[src/rtl/aes_128_pipe_ctrl_if.sv]
`default_nettype none
// ============================================================================
// Module      : aes_128_pipe_ctrl_if
// Description : Requester/consumer handshake bundle for aes_128_pipe_ctrl.
//               Input side: valid/ready block offer with state, key and tag.
//               Output side: valid/ready result drain with data and tag.
// Revision    : 1.0 - initial release
// ============================================================================
interface aes_128_pipe_ctrl_if #(
    parameter int TAG_W = 4
) ();
    logic             in_valid;
    logic             in_ready;
    logic [127:0]     in_state;
    logic [127:0]     in_key;
    logic [TAG_W-1:0] in_tag;
    logic             out_valid;
    logic             out_ready;
    logic [127:0]     out_data;
    logic [TAG_W-1:0] out_tag;

    // Requester / consumer side
    modport master (
        output in_valid, in_state, in_key, in_tag, out_ready,
        input  in_ready, out_valid, out_data, out_tag
    );

    // Controller side
    modport slave (
        input  in_valid, in_state, in_key, in_tag, out_ready,
        output in_ready, out_valid, out_data, out_tag
    );
endinterface
`default_nettype wire

[src/rtl/aes_128_pipe_ctrl.sv]
`default_nettype none
// ============================================================================
// Module      : aes_128_pipe_ctrl
// Description : Flow-control wrapper around a fixed-latency, non-stallable
//               aes_128 pipeline. A shadow shift register tracks valid/tag of
//               each block in the core; results land in an output FIFO.
//               Credits (inflight) keep the FIFO from ever overflowing.
//               Optional macro AES_CTRL_PERF_EN adds saturating perf counters
//               perf_blocks (accepts) and perf_stalls (in_valid & !in_ready).
// Revision    : 1.0 - initial release
// ============================================================================
module aes_128_pipe_ctrl #(
    parameter int LATENCY    = 20,
    parameter int TAG_W      = 4,
    parameter int FIFO_DEPTH = 32
) (
    input  wire logic                              clk,
    input  wire logic                              rst,
    aes_128_pipe_ctrl_if.slave                     bus,
    output logic [127:0]                           core_state,
    output logic [127:0]                           core_key,
    input  wire logic [127:0]                      core_out,
    output logic [$clog2(FIFO_DEPTH+1)-1:0]        inflight
`ifdef AES_CTRL_PERF_EN
    ,
    output logic [31:0]                            perf_blocks,
    output logic [31:0]                            perf_stalls
`endif
);

    localparam int c_cnt_w = $clog2(FIFO_DEPTH + 1);
    localparam int c_ptr_w = $clog2(FIFO_DEPTH);
    localparam logic [c_cnt_w-1:0] c_depth = c_cnt_w'(FIFO_DEPTH);

    logic                   w_in_ready;
    logic                   w_accept;
    logic                   w_push;
    logic                   w_pop;

    logic [LATENCY-1:0]     r_vld;
    logic [TAG_W-1:0]       r_tag [LATENCY];

    logic [127:0]           r_mem_data [FIFO_DEPTH];
    logic [TAG_W-1:0]       r_mem_tag  [FIFO_DEPTH];
    logic [c_ptr_w-1:0]     r_wr_ptr;
    logic [c_ptr_w-1:0]     r_rd_ptr;
    logic [c_cnt_w-1:0]     r_count;
    logic [c_cnt_w-1:0]     r_inflight;

    // Credit check: every block in the core already owns a FIFO slot.
    assign w_in_ready = !rst && (r_inflight < c_depth);
    assign w_accept   = bus.in_valid && w_in_ready;
    assign w_push     = r_vld[LATENCY-1];
    assign w_pop      = (r_count != '0) && bus.out_ready;

    assign bus.in_ready  = w_in_ready;
    assign bus.out_valid = (r_count != '0);
    assign bus.out_data  = r_mem_data[r_rd_ptr];
    assign bus.out_tag   = r_mem_tag[r_rd_ptr];
    assign inflight      = r_inflight;

    // Idle cycles drive zeros into the core to keep its inputs quiet.
    assign core_state = w_accept ? bus.in_state : 128'h0;
    assign core_key   = w_accept ? bus.in_key   : 128'h0;

    // Shadow valid pipeline; never stalls, mirrors the core's fixed latency.
    always_ff @(posedge clk) begin
        if (rst) begin
            r_vld <= '0;
        end else begin
            r_vld <= {r_vld[LATENCY-2:0], w_accept};
        end
    end

    // Shadow tag pipeline; tags are only meaningful where r_vld is set.
    always_ff @(posedge clk) begin
        r_tag[0] <= bus.in_tag;
        for (int i = 1; i < LATENCY; i++) begin
            r_tag[i] <= r_tag[i-1];
        end
    end

    // FIFO storage; write side captures the core result as its block exits.
    always_ff @(posedge clk) begin
        if (w_push) begin
            r_mem_data[r_wr_ptr] <= core_out;
            r_mem_tag[r_wr_ptr]  <= r_tag[LATENCY-1];
        end
    end

    // FIFO pointers and occupancy; pointers wrap naturally (power-of-2 depth).
    always_ff @(posedge clk) begin
        if (rst) begin
            r_wr_ptr <= '0;
            r_rd_ptr <= '0;
            r_count  <= '0;
        end else begin
            if (w_push) r_wr_ptr <= r_wr_ptr + 1'b1;
            if (w_pop)  r_rd_ptr <= r_rd_ptr + 1'b1;
            case ({w_push, w_pop})
                2'b10:   r_count <= r_count + 1'b1;
                2'b01:   r_count <= r_count - 1'b1;
                default: r_count <= r_count;
            endcase
        end
    end

    // Credit counter: blocks in the core plus entries held in the FIFO.
    always_ff @(posedge clk) begin
        if (rst) begin
            r_inflight <= '0;
        end else begin
            case ({w_accept, w_pop})
                2'b10:   r_inflight <= r_inflight + 1'b1;
                2'b01:   r_inflight <= r_inflight - 1'b1;
                default: r_inflight <= r_inflight;
            endcase
        end
    end

    // A push into a full FIFO without a matching pop means the credits are broken.
    a_no_overflow: assert property (@(posedge clk) disable iff (rst)
        !(w_push && (r_count == c_depth) && !w_pop));

`ifdef AES_CTRL_PERF_EN
    logic [31:0] r_perf_blocks;
    logic [31:0] r_perf_stalls;

    assign perf_blocks = r_perf_blocks;
    assign perf_stalls = r_perf_stalls;

    // Saturating counters of accepted blocks and back-pressured offers.
    always_ff @(posedge clk) begin
        if (rst) begin
            r_perf_blocks <= '0;
            r_perf_stalls <= '0;
        end else begin
            if (w_accept && (r_perf_blocks != 32'hFFFF_FFFF))
                r_perf_blocks <= r_perf_blocks + 32'd1;
            if (bus.in_valid && !w_in_ready && (r_perf_stalls != 32'hFFFF_FFFF))
                r_perf_stalls <= r_perf_stalls + 32'd1;
        end
    end
`endif

endmodule
`default_nettype wire

[src/flat_wrapper.sv]
// flat-port wrapper written by rule: the top's interface ports become plain ports
module aes_128_pipe_ctrl_flat 
#(
    parameter int LATENCY    = 20,
    parameter int TAG_W      = 4,
    parameter int FIFO_DEPTH = 32
)
  (clk, rst, core_state, core_key, core_out, inflight, bus_in_valid, bus_in_state, bus_in_key, bus_in_tag, bus_out_ready, bus_in_ready, bus_out_valid, bus_out_data, bus_out_tag);
  aes_128_pipe_ctrl_if #(.TAG_W(TAG_W)) bus_i ();
  input  wire logic clk;
  input  wire logic rst;
  output logic [127:0] core_state;
  output logic [127:0] core_key;
  input  wire logic [127:0] core_out;
  output logic [$clog2(FIFO_DEPTH+1)-1:0] inflight;
  input wire logic [$bits(bus_i.in_valid)-1:0] bus_in_valid;
  input wire logic [$bits(bus_i.in_state)-1:0] bus_in_state;
  input wire logic [$bits(bus_i.in_key)-1:0] bus_in_key;
  input wire logic [$bits(bus_i.in_tag)-1:0] bus_in_tag;
  input wire logic [$bits(bus_i.out_ready)-1:0] bus_out_ready;
  output wire logic [$bits(bus_i.in_ready)-1:0] bus_in_ready;
  output wire logic [$bits(bus_i.out_valid)-1:0] bus_out_valid;
  output wire logic [$bits(bus_i.out_data)-1:0] bus_out_data;
  output wire logic [$bits(bus_i.out_tag)-1:0] bus_out_tag;
  assign bus_i.in_valid = bus_in_valid;
  assign bus_i.in_state = bus_in_state;
  assign bus_i.in_key = bus_in_key;
  assign bus_i.in_tag = bus_in_tag;
  assign bus_i.out_ready = bus_out_ready;
  assign bus_in_ready = bus_i.in_ready;
  assign bus_out_valid = bus_i.out_valid;
  assign bus_out_data = bus_i.out_data;
  assign bus_out_tag = bus_i.out_tag;
  aes_128_pipe_ctrl #(.LATENCY(LATENCY), .TAG_W(TAG_W), .FIFO_DEPTH(FIFO_DEPTH)) u_core (.clk(clk), .rst(rst), .bus(bus_i), .core_state(core_state), .core_key(core_key), .core_out(core_out), .inflight(inflight));
endmodule
[config.mk]
export PLATFORM = sky130hd
export DESIGN_NAME = aes_128_pipe_ctrl_flat
export DESIGN_NICKNAME = d
export VERILOG_FILES = /design/src/rtl/aes_128_pipe_ctrl_if.sv /design/src/rtl/aes_128_pipe_ctrl.sv /design/src/flat_wrapper.sv
export SDC_FILE = /design/constraint.sdc
export NUM_CORES = 2
export LEC_CHECK = 0
export ABC_AREA = 1
export ABC_CLOCK_PERIOD_IN_PS = 10500
export BUFFER_PORTS_ARGS = -buffer_cell sky130_fd_sc_hd__buf_2
export CORE_UTILIZATION = 32
export CTS_CLUSTER_DIAMETER = 120
export DETAILED_ROUTE_END_ITERATION = 10
export PLACE_DENSITY_LB_ADDON = 0.2
export SYNTH_ARGS = -nofsm -noshare
export SYNTH_HDL_FRONTEND = slang
export SYNTH_MEMORY_MAX_BITS = 65536
export SYNTH_SLANG_ARGS = --single-unit
[constraint.sdc]
create_clock -name clk -period 10.5 [get_ports clk]
set_clock_uncertainty 0.2 [all_clocks]
set_input_delay 2.1 -clock clk [delete_from_list [all_inputs] [get_ports clk]]
set_output_delay 2.1 -clock clk [all_outputs]
set_load 0.02 [all_outputs]
==> results.toml <==
[min_path]
timing.hold.worst.class = "flop to flop"
min_delay_worst_endpoint = "u_core.r_tag[4][12]"
holdCritStartpoint = "u_core.r_tag[4][8]"
timing.hold.worst_path_depth = 0

[global_route]
antenna_found_initial = 179
grt_max_degree = 227
grt_pass1_wl_um = 838000
congestion_overflow_gr = 0
number_of_global_route_vias_before_repair = 107162
grt_use_total_pct = 21.4

[sta]
rsz0062_at_grt = "no"
worst_hold_slack_ns = 0.107
final_hold_viol_count = 0
fmaxAchievable_ghz = 0.135
setup-violations-final = 0
post-route-min-period_ns = 7.43
period_share_pct = 70.8
timing_worst_slew_pin_value_ns = 1.22
timing.slew.headroom_pct = 18.4
drv_slew = 0
finalSetupTns_ns = 0

[floorplan]
fp-row-count = 270
dieWidth_um = 738
die_area_um2 = 545000
die_h_um = 738
fp.coreArea_um2 = 540000
ios = 788
start_util_pct = 32.1

[place]
global_placer_s_final_weighted_congestion = 0.758
port_buffers = 787
total_cell_area_at_the_placement_stage_um2 = 184000
hpwlAfterDp_um = 302000

[critical_path]
critPathTopFamily = "buffers and inverters"
reg2reg_setup_slack_ns = 5.97
worst_path_largest_cell_delay_ns = 0.85
timing.rr.end = "u_core.r_mem_data[9][98]"
path_cells = "buf_12, buf_4, buf_12, o21ai_0, o22ai_1, nand2_1, nand3_1, nand3_1, nand2_1, buf_2"
critPathRequiredTime_ns = 8.20
startpoint_type = "flop"
cp.buffers_inverters = 4
critical_path.slowest_cell = "buf_4"
arrival_time_of_data_at_the_critical_path_endpoint_ns = 5.13
cp-end-kind = "output pin"
timing_worst_setup_path_type = "flop to output pin"
regToRegStartpoint = "u_core.r_wr_ptr[1]"
rr_worst_depth = 6
cp_max_fo = 226

[synthesis]
synth.largest_area_cell = "edfxtp_1"
netlist_area_um2 = 173000
synth-simple-area-share_pct = 17.1
synthesized_area_fraction_occupied_by_adder_cells_pct = 0.0794
average_cell_area_after_synthesis_um2 = 12.2
synth-seq-area-share_pct = 74.6
synth_xor_area_share_pct = 0.0455
yosys_warnings = 0
mappedNetlistNets = 14563
synth-compound-area-share_pct = 4.09
netlist_cell_types = 31
synth_top_family_by_area = "simple AND/OR/NAND/NOR gates"
synth_cells = 14160
synth.top_cell.area_share_pct = 73.1
yosys-mux-area-fraction_pct = 0
synth_top_cells_by_area = "edfxtp_1 (73%), nand3_1 (8.4%), nand2_1 (6.7%)"
ys_seq_elements = 4351

[cells_and_area]
design.final.nets = 15092
area_delta_synth_final_pct = 14.7
final_area_um2 = 199000
final.fill_count = 52403
post_route_cells_drive_above_1_share_pct = 11.2
mostFrequentLayoutCells = "edfxtp_1 (4224), nand2_1 (3102), nand3_1 (2927), nor2_1 (832), buf_2 (787)"
layout_commonest_cell = "edfxtp_1"

[clock_network]
ctsHoldBuffers = 0
tritoncts = "yes"
clk_transition_reported_paths_ns = 0.06
cts_repair_resize_count = 0
postCtsSetupBuffers = 0
cts-root-to-sink-buffers = 4
num_cts_buffers = 468
clock_tree.root_cell = "clkbuf_16"
cts.htree.levels = 5
clock_sinks = 4351
clock_latency_ns = 1.01

[route]
wl_met1_um = 253000
drt_iter0_markers = 11031
highest-signal-layer = "met5"
wl_met3_um = 38900
first_pass_iteration_count_of_the_detailed_router = 5
vias = 114099
met2_wirelength_um = 289000
ant_nets = 0
drc = 0
totalWireLength_um = 603000
wire_per_inst_um = 27.0
vias_per_cell = 5.10

[power]
cellPowerDensity_nw_per_um2 = 222
p_leak_nw = 69.8
worst_ir_drop_vdd_mv = 0.410

[run_status]
status = "finished, final reports clean"

[run]
cap_viol_max_count = 0
==> power breakdown <==
part / switching, mW / leakage (nW) / total (mW) / internal, mW
registers: 0.0582 / 39.0 / 19.1 / 19.1
clock network: 7.03 / 7.18 / 16.0 / 9.00
logic: 6.56 / 23.6 / 9.04 / 2.49
total: 13.6 / 69.8 / 44.2 / 30.6
==> cell families after synthesis <==
family                     count (synthesis)
xor gates and xnor gates                   9
DFF                                     4351
and+or+nand+nor                         6906
buffers and inverters                   1535
adders and majority gates                 11
AOI/OAI and AO/OA                       1348
==> state kept, by name (all words and copies together) (netlist names), named ones only <==
name	cells
u_core.r_count	6
u_core.inflight	6
u_core.r_wr_ptr	5
u_core.r_tag	80
u_core.r_mem_data	4096
u_core.r_mem_tag	128
u_core.r_vld	20
u_core.r_rd_ptr	5
==> stage by stage <==
step                power, mW  instances  setup WS (ns)  util, %
CTS                      44.6      22291           2.96     36.8
global placement         28.6      21427           3.83     34.1
detailed placement       28.6      21427           3.74     34.1
global route             46.1      22309           2.73     36.8
finish                   44.2      22352           3.07     36.8
floorplan                25.9      14160           3.30        -
==> final cells by class <==
class                           instances  area, µm²  area share (%)
Antenna cell                           61        153          0.0768
Clock buffer                          599      12300            6.19
Clock inverter                        265       2440            1.23
Inverter                              592       2280            1.14
Multi-Input combinational cell       8274      37200            18.7
Sequential cell                      4351     129000            65.1
Tap cell                             7208       9020            4.53
Timing Repair Buffer                 1002       6120            3.08
==> cell usage after synthesis <==
master	n
ha_1	11
nor2_1	862
or2_2	1
xor2_1	2
clkbuf_2	3
a31oi_1	1
nor4_1	1
nand2_1	3103
buf_2	281
clkinv_2	1
inv_1	588
buf_1	84
clkinv_1	1
dfxtp_1	127
nor3b_1	2
buf_6	72
clkbuf_1	386
buf_4	116
o21ai_0	537
inv_2	2
o22ai_1	266
nand3_1	2927
o21ai_1	264
edfxtp_1	4224
a21oi_1	275
o21bai_1	2
buf_12	1
a211oi_1	3
nor3_1	9
nand4_1	1
xnor2_1	7
==> per-layer routing <==
layer	GRT usage, %	vias to the layer above
met1	27.9	57599
met4	7.86	80
met5	0	-
met3	4.01	1031
li1	-	51544
met2	35.5	3845
==> how the worst max path moves through the flow <==
stage / start / end / slack, ns / cells after the start
floorplan: u_core.r_wr_ptr[3] / u_core.r_mem_data[12][0] / 3.30 / 5
global placement: rst / core_key[116] / 3.83 / 7
detailed placement: rst / core_key[101] / 3.74 / 7
CTS: flop / bus_out_data[29] / 2.96 / 10
global route: flop / bus_out_data[26] / 2.73 / 10
finish: flop / bus_out_data[70] / 3.07 / 10
Note: power is estimated with default switching activity, not from simulation.
